**config.mk**
```make
export PLATFORM = sky130hd
export DESIGN_NAME = apb_bridge_gen2
export DESIGN_NICKNAME = d
export VERILOG_FILES = /design/src/rtl/apb_bridge_gen2.sv
export SDC_FILE = /design/constraint.sdc
export NUM_CORES = 1
export LEC_CHECK = 0
export BUFFER_PORTS_ARGS = -buffer_cell sky130_fd_sc_hd__buf_2
export CORE_AREA = 4 4 174 176
export CTS_BUF_LIST = sky130_fd_sc_hd__clkbuf_4 sky130_fd_sc_hd__clkbuf_8 sky130_fd_sc_hd__clkbuf_16
export CTS_CLUSTER_SIZE = 8
export DETAILED_ROUTE_END_ITERATION = 8
export DIE_AREA = 0 0 178 180
export HOLD_SLACK_MARGIN = 0.06
export PLACE_DENSITY = 0.56
export SYNTH_ARGS = -nofsm -noshare
export SYNTH_HDL_FRONTEND = slang
export SYNTH_SLANG_ARGS = --single-unit
```
**constraint.sdc**
```tcl
create_clock -name clk -period 4.3 [get_ports clk]
set_clock_uncertainty 0.2 [all_clocks]
set_input_delay 0.645 -clock clk [delete_from_list [all_inputs] [get_ports clk]]
set_output_delay 0.645 -clock clk [all_outputs]
set_load 0.05 [all_outputs]
```
**src/rtl/apb_bridge_gen2.sv**
```systemverilog
`default_nettype none
// ============================================================================
// Module   : apb_bridge_gen2
// Brief    : AHB-Lite slave to APB4 master bridge with slot decode, PREADY
//            wait states, PSTRB generation and two-cycle AHB ERROR responses.
// Revision : 1.0 - initial release
// ============================================================================
module apb_bridge_gen2 #(
    parameter int                    NUM_SLAVES     = 8,
    parameter int                    ADDR_WIDTH     = 32,
    parameter int                    DATA_WIDTH     = 32,
    parameter logic [ADDR_WIDTH-1:0] BASE_ADDR      = 32'h4001_0000,
    parameter int                    SLOT_BITS      = 12,
    parameter int                    TIMEOUT_CYCLES = 256
) (
    input  logic                             clk,
    input  logic                             rstn,
    input  logic                             hsel,
    input  logic [ADDR_WIDTH-1:0]            haddr,
    input  logic [1:0]                       htrans,
    input  logic                             hwrite,
    input  logic [2:0]                       hsize,
    input  logic [DATA_WIDTH-1:0]            hwdata,
    input  logic                             hready_in,
    output logic                             hreadyout,
    output logic                             hresp,
    output logic [DATA_WIDTH-1:0]            hrdata,
    output logic [ADDR_WIDTH-1:0]            paddr,
    output logic                             pwrite,
    output logic [DATA_WIDTH-1:0]            pwdata,
    output logic [3:0]                       pstrb,
    output logic                             penable,
    output logic [NUM_SLAVES-1:0]            psel,
    input  logic [NUM_SLAVES*DATA_WIDTH-1:0] prdata,
    input  logic [NUM_SLAVES-1:0]            pready,
    input  logic [NUM_SLAVES-1:0]            pslverr
);

    localparam int c_slot_w = (NUM_SLAVES > 1) ? $clog2(NUM_SLAVES) : 1;
    localparam int c_cnt_w  = $clog2(TIMEOUT_CYCLES + 1);

    localparam logic [c_cnt_w-1:0]    c_tmo_last  = c_cnt_w'(TIMEOUT_CYCLES - 1);
    localparam logic [ADDR_WIDTH-1:0] c_num_slots = ADDR_WIDTH'(NUM_SLAVES);

    localparam logic [2:0] c_st_idle   = 3'd0;
    localparam logic [2:0] c_st_wdata  = 3'd1;
    localparam logic [2:0] c_st_setup  = 3'd2;
    localparam logic [2:0] c_st_access = 3'd3;
    localparam logic [2:0] c_st_err1   = 3'd4;
    localparam logic [2:0] c_st_err2   = 3'd5;

    logic [2:0]            r_state;
    logic [2:0]            w_state_nxt;
    logic [ADDR_WIDTH-1:0] r_paddr;
    logic                  r_pwrite;
    logic [DATA_WIDTH-1:0] r_pwdata;
    logic [3:0]            r_pstrb;
    logic [c_slot_w-1:0]   r_slot;
    logic [c_cnt_w-1:0]    r_tcnt;

    logic                  w_req;
    logic                  w_accept;
    logic                  w_launch;
    logic                  w_miss;
    logic [ADDR_WIDTH-1:0] w_off;
    logic [ADDR_WIDTH-1:0] w_slot_full;
    logic [3:0]            w_strb;
    logic [NUM_SLAVES-1:0] w_hit;
    logic                  w_sel_ready;
    logic                  w_sel_err;
    logic [DATA_WIDTH-1:0] w_sel_rdata;
    logic                  w_in_access;
    logic                  w_ok_done;
    logic                  w_err_done;
    logic                  w_tmo;
    logic [2:0]            w_accept_tgt;
    logic                  w_apb_active;

    // NONSEQ and SEQ are the only transfer types that start an access
    assign w_req = hsel & hready_in & ((htrans == 2'b10) | (htrans == 2'b11));

    assign w_off       = haddr - BASE_ADDR;
    assign w_slot_full = w_off >> SLOT_BITS;
    assign w_miss      = (haddr < BASE_ADDR) | (w_slot_full >= c_num_slots);

    always_comb begin
        w_strb = 4'b0000;
        if (hwrite) begin
            case (hsize)
                3'd0:    w_strb = 4'b0001 << haddr[1:0];
                3'd1:    w_strb = 4'b0011 << haddr[1:0];
                default: w_strb = 4'b1111;
            endcase
        end
    end

    generate
        for (genvar gi = 0; gi < NUM_SLAVES; gi++) begin : g_slot
            assign w_hit[gi] = (r_slot == c_slot_w'(gi));
        end
    endgenerate

    assign w_sel_ready = |(pready & w_hit);
    assign w_sel_err   = |(pslverr & w_hit);

    always_comb begin
        w_sel_rdata = '0;
        for (int i = 0; i < NUM_SLAVES; i++) begin
            if (w_hit[i]) begin
                w_sel_rdata = prdata[i*DATA_WIDTH +: DATA_WIDTH];
            end
        end
    end

    assign w_in_access = (r_state == c_st_access);
    assign w_ok_done   = w_in_access & w_sel_ready & ~w_sel_err;
    assign w_err_done  = w_in_access & w_sel_ready & w_sel_err;
    // A PREADY arriving on the last counted cycle still wins over the timeout
    assign w_tmo       = w_in_access & ~w_sel_ready & (r_tcnt == c_tmo_last);

    assign w_accept = w_req & ((r_state == c_st_idle) | w_ok_done | (r_state == c_st_err2));
    assign w_launch = w_accept & ~w_miss;

    assign w_accept_tgt = w_miss ? c_st_err1 : (hwrite ? c_st_wdata : c_st_setup);

    always_ff @(posedge clk or negedge rstn) begin
        if (!rstn) begin
            r_state <= c_st_idle;
        end else begin
            r_state <= w_state_nxt;
        end
    end

    always_comb begin
        w_state_nxt = r_state;
        case (r_state)
            c_st_idle: begin
                if (w_accept) begin
                    w_state_nxt = w_accept_tgt;
                end
            end
            c_st_wdata: w_state_nxt = c_st_setup;
            c_st_setup: w_state_nxt = c_st_access;
            c_st_access: begin
                if (w_ok_done) begin
                    w_state_nxt = w_accept ? w_accept_tgt : c_st_idle;
                end else if (w_err_done | w_tmo) begin
                    w_state_nxt = c_st_err1;
                end
            end
            c_st_err1: w_state_nxt = c_st_err2;
            c_st_err2: w_state_nxt = w_accept ? w_accept_tgt : c_st_idle;
            default:   w_state_nxt = c_st_idle;
        endcase
    end

    always_comb begin
        hreadyout    = 1'b1;
        hresp        = 1'b0;
        penable      = 1'b0;
        w_apb_active = 1'b0;
        case (r_state)
            c_st_wdata: hreadyout = 1'b0;
            c_st_setup: begin
                hreadyout    = 1'b0;
                w_apb_active = 1'b1;
            end
            c_st_access: begin
                hreadyout    = w_ok_done;
                penable      = 1'b1;
                w_apb_active = 1'b1;
            end
            c_st_err1: begin
                hreadyout = 1'b0;
                hresp     = 1'b1;
            end
            c_st_err2: hresp = 1'b1;
            default: ;
        endcase
    end

    assign psel   = w_hit & {NUM_SLAVES{w_apb_active}};
    assign hrdata = (w_ok_done & ~r_pwrite) ? w_sel_rdata : '0;

    // APB request fields are only reloaded by a decoded launch, so a miss
    // leaves the APB side untouched
    always_ff @(posedge clk or negedge rstn) begin
        if (!rstn) begin
            r_paddr  <= '0;
            r_pwrite <= 1'b0;
            r_pwdata <= '0;
            r_pstrb  <= 4'b0000;
            r_slot   <= '0;
            r_tcnt   <= '0;
        end else begin
            if (w_launch) begin
                r_paddr  <= haddr;
                r_pwrite <= hwrite;
                r_pstrb  <= w_strb;
                r_slot   <= w_slot_full[c_slot_w-1:0];
            end
            if (r_state == c_st_wdata) begin
                r_pwdata <= hwdata;
            end
            if (w_in_access) begin
                r_tcnt <= r_tcnt + c_cnt_w'(1);
            end else begin
                r_tcnt <= '0;
            end
        end
    end

    assign paddr  = r_paddr;
    assign pwrite = r_pwrite;
    assign pwdata = r_pwdata;
    assign pstrb  = r_pstrb;

endmodule
`default_nettype wire

```
== Word level (Yosys, flattened, before mapping) ==
Cells that the tools add are included.
Word-level totals
  output and inout bits: 112
  word-level logic and storage cells: 85
  flip-flop bits (word level): 84
Operators by class
  $add $sub $neg: 2
  reductions and logical operators: 9
  multiplexer cells: 23
  equal/unequal tests: 18
  shift operators: 2
  bitwise logic cells: 22
  magnitude comparators: 2
Operator list (number)
  $mux 32: 9
  $lt 32x31->1 const B: 1
  $sub 32x31->32 const B: 1
  $and 8x8->8: 3
  $ge 20x4->1 const B: 1
  $eq 3x3->1 const B: 6
  $pmux 3 s6: 1
  $reduce_or 8->1: 2
  $mux 3: 5
  $eq 3x2->1 const B: 4
  $and 1x1->1: 10
  $add 9x1->9 const B: 1
  $eq 3x1->1 const B: 3
  $eq 9x8->1 const B: 1
  $logic_not 3->1: 3
  $mux 9: 1
  $pmux 4 s2: 1
  $or 1x1->1: 5
  $eq 2x2->1 const B: 2
  $mux 4: 1
  $not 1->1: 4
  $reduce_or 2->1: 2
  $shl 1x2->4 const A: 1
  $shl 2x2->4 const A: 1
  other kinds (7): 9

== Logic depth before layout (Yosys ltp) ==
  word-level depth: 11
  mapped depth: 11

== Worst setup path before layout ==
No wires, ideal clock.
  path kind: register to output
  start: register, netlist name paddr[12]
  end: output hrdata[10]
  arrival time: 2.864 ns
  setup slack: 0.591 ns
  required time: 3.455 ns
  stages on the path, launching flop included: 10
  cell sequence: dfrtp_1 > buf_2 > nor2_1 > o2bb2ai_1 > a2111oi_4 > nand2_1 > or2_1 > buf_2 > buf_6 > nor2_1
RTL lines
  end: declaration: RTL line 27  | output logic [DATA_WIDTH-1:0] hrdata,

==> metrics <==
run status=finished clean; grt met2 use=26.2%; Worst VDD drop=0.000536 V; Routed wire per std cell=20.2 um; Comb pwr share=a little under half; Yosys reg bits=approximately 80; Clock transition at path regs=0.07 ns; H-Tree Depth=3; Leak=4.15 nW; CP bufs+invs=3; RD Place Congestion=0.934; share of post-route cells with drive strength above 1=roughly 68%; fin crit period=roughly 4 ns; worst-skew pair later-pin latency=0.33 ns; multiplexer share of the synthesized area=42.9%; worst hold path type=in -> async; initial antenna violation count=10; die span in y=180 um; first drt pass iteration count=4; post-synthesis cell area=5590 um^2; Top FF cell, synth=dfrtp_1; wirelength, routed=25,700 um; DIE WIDTH=178 um; vias in the first global route=5,921; Seq/Total Area, Yosys=36.2%; IO buf count=456; Post-CTS Setup Inserts=0; synth warn=0; largest family of logic cells by synthesized area=multiplexers; post-synthesis cell type count=52; die area=about 32,000 um^2; fin area=around 8600 um^2; final core utilization=about 30%; Cell Area, Placed=8240 um^2; ANT nets after route=0; CP peak stage delay=0.62 ns; Critical-path top delay cell=dfrtp_4; final hold violation count=0; DRC Markers=0; first-pass GRT wire length=36,200 um; Fillers=roughly 3,000; Max Buffers Root-to-Sink=2; CP startpoint kind=flip-flop; Inst Count DP=1,252; crit path DAT=3.12 ns; grt ovf=0; crit path cell chain=inv_1 -> o2bb2ai_1 -> a2111oi_4 -> nand2_1 -> or2_1 -> buf_4 -> nor2_1 -> buf_2; area of the multi-input gates=3340 um^2; P per Cell Area=392 nW/um^2; Crit. End Element=primary output; final worst-path cycle share=92.3%; Highest Clock Rate=0.252 GHz; TritonCTS Buffers=9; cell family contributing the most delay on the critical path=buffers and inverters; Crit Path Category=reg -> out; CTS sink cnt=81; syn_area_per_cell=12.7 um^2; Reg area=2040 um^2; Slew headroom=44.6%; Post-CTS Resized=0; vias per cell=~4.4; routing usage on met3=4.43%; Via Count=between 5,000 and 6,000; global route hottest layer=met2; Clock power frac=a little under a quarter; final setup vio count=0; M1 GR Usage=17.5%; Switch Pwr=1.45 mW; Worst Path Max Fanout=32; xor and xnor fraction of the mapped netlist area=1.10%; Internal=1.91 mW; core region area=28,600 um^2; Tot GR Track Use=15.0%; root buffer cell=clkbuf_16; async set-reset flop share out of synthesis=100%; Compound-Gate Fraction of Synth Area=3.83%; Starting Density=19.5%; Ports=458; syn nets=788; Worst-Margin Slew=0.831 ns; Synth Area in Simple Gates=11.6%; Synth-to-Final Area Change=53.2%; Nets=1,227; post-synthesis adder-cell area fraction=0.448%; post-DP HPWL=22,000 um; Post-synth EDFFs=0; Starting DRT DRC Count=approximately 210; RSZ-0062 raised after global routing=false; Rows=between 60 and 70; max-slew violations=0; Critical Path RT=about 3.5 ns; number of max-cap violations=0; CTS tree=yes; largest net degree at the start of global routing=64; sequential share of power=between 30% and 40%; Post-CTS Hold Buffers=0; final cell count without fillers=1,275; synthesized instance count=440; R2R setup slack=1.23 ns; switch share=43.1%; sum of negative setup slack=0 ns
[metal layers]
metal  share of wire (%)  routed length (um)
met1                  37                9600
met2                  51               13300
met3                 9.7                2510
met4                 1.3                 335
met5                0.21                  54
[layout make-up]
type | count | area share, %
multi-input cells | 316 | 39.0
repair buffers | 463 | 27.4
flip-flops and latches | 81 | 23.8
well taps | 384 | 5.61
clock buffers | 9 | 2.63
clock inverters | 7 | 0.964
inverters | 8 | 0.365
diodes | 7 | 0.204
[final timing paths]
kind                               to  startpoint  cells past startpoint
max                        hrdata[28]   paddr[12]                      8
min                        pwdata[12]        rstn                      1
max reg2reg                  paddr[6]   paddr[12]                      6
min reg2reg                 r_tcnt[0]   r_tcnt[0]                      1
max in group asynchronous  pwdata[22]        rstn                      2
min in group clk            r_tcnt[0]   r_tcnt[0]                      1
[registers in the layout, indices dropped and copies added, names as in the netlist]
register / count
r_state: 3
pwdata: 32
paddr: 32
pstrb: 4
r_tcnt: 9
pwrite: 1
[worst reg2reg max path, cell delays in order (launching register included)]
cell and delay, ns:
dfrtp_4 0.62, inv_1 0.28, o2bb2ai_1 0.17, a2111oi_4 0.56, a22oi_4 0.19, nor2_8 0.52, mux2_2 0.41
[placed cells by master, fill, tap and decap left out, types with 2 or more instances in the layout]
cell        count
o21ai_0         8
dfrtp_1        78
mux4_2         64
inv_6           3
nor2_1         54
nand4_1         2
nor4b_1         2
clkinvlp_4      2
nor3_1          6
nor4_1          3
nand2b_1        2
or3_1           3
diode_2         7
xor2_1          2
buf_4           7
nor2b_1        15
o22ai_1         2
xnor2_1         5
mux2_1         11
nand4b_1        2
inv_1           6
buf_2         455
nor3b_1         2
nand2_1        13
mux2i_1        38
dfrtp_4         2
or2_2           3
nand3_1         7
a21boi_0        3
clkbuf_16       9
a21oi_1         6
mux2_2         40
ha_1            2
and3_1          4
[synthesized netlist by cell type (4+ instances only)]
cell type | instances | area share [%]
and3_1 | 4 | 0.45
nand3_1 | 7 | 0.63
mux2_2 | 40 | 8.1
xnor2_1 | 5 | 0.78
nand2_1 | 13 | 0.87
a21oi_1 | 6 | 0.54
buf_1 | 7 | 0.47
o21ai_0 | 8 | 0.72
buf_6 | 4 | 0.81
buf_2 | 10 | 0.90
mux2i_1 | 38 | 6.8
mux2_1 | 11 | 2.2
dfrtp_1 | 81 | 36
nor2b_1 | 15 | 1.7
clkbuf_1 | 12 | 0.81
nor2_1 | 54 | 3.6
mux4_2 | 64 | 26
nor3_1 | 6 | 0.54
inv_1 | 6 | 0.40
[logic make-up (layout without fill, tap and decap cells)]
logic type | Yosys count | in the layout
multiplexers | 153 | 153
AND/OR/NAND/NOR | 126 | 126
flip-flops | 81 | 81
buffers and inverters | 43 | 487
AO/OA/AOI/OAI | 28 | 28
XOR/XNOR | 7 | 7
adder cells (fa/ha/maj) | 2 | 2
other | 0 | 7
[power by group through the flow]
| stage | combinational, mW | clock, mW | sequential (mW) |
|---|---|---|---|
| 2_1_floorplan | 0.543 | 0 | 1.58 |
| 3_3_place_gp | 1.52 | 0 | 1.05 |
| 3_5_place_dp | 1.54 | 0 | 1.05 |
| 4_1_cts | 1.54 | 0.830 | 1.04 |
| 5_1_grt | 1.61 | 0.863 | 1.07 |
| 6_report | 1.52 | 0.797 | 1.04 |
[metrics by stage]
| step | total power, mW | setup slack, ns | hold WS [ns] |
|---|---|---|---|
| 2_1_floorplan | 2.12 | 0.591 | 0.149 |
| 3_3_place_gp | 2.57 | 0.602 | 0.243 |
| 3_5_place_dp | 2.59 | 0.537 | 0.253 |
| 4_1_cts | 3.41 | 0.152 | 0.233 |
| 5_1_grt | 3.54 | 0.0801 | 0.252 |
| 6_report | 3.36 | 0.332 | 0.189 |
Note: power is estimated with default switching activity, not from simulation.
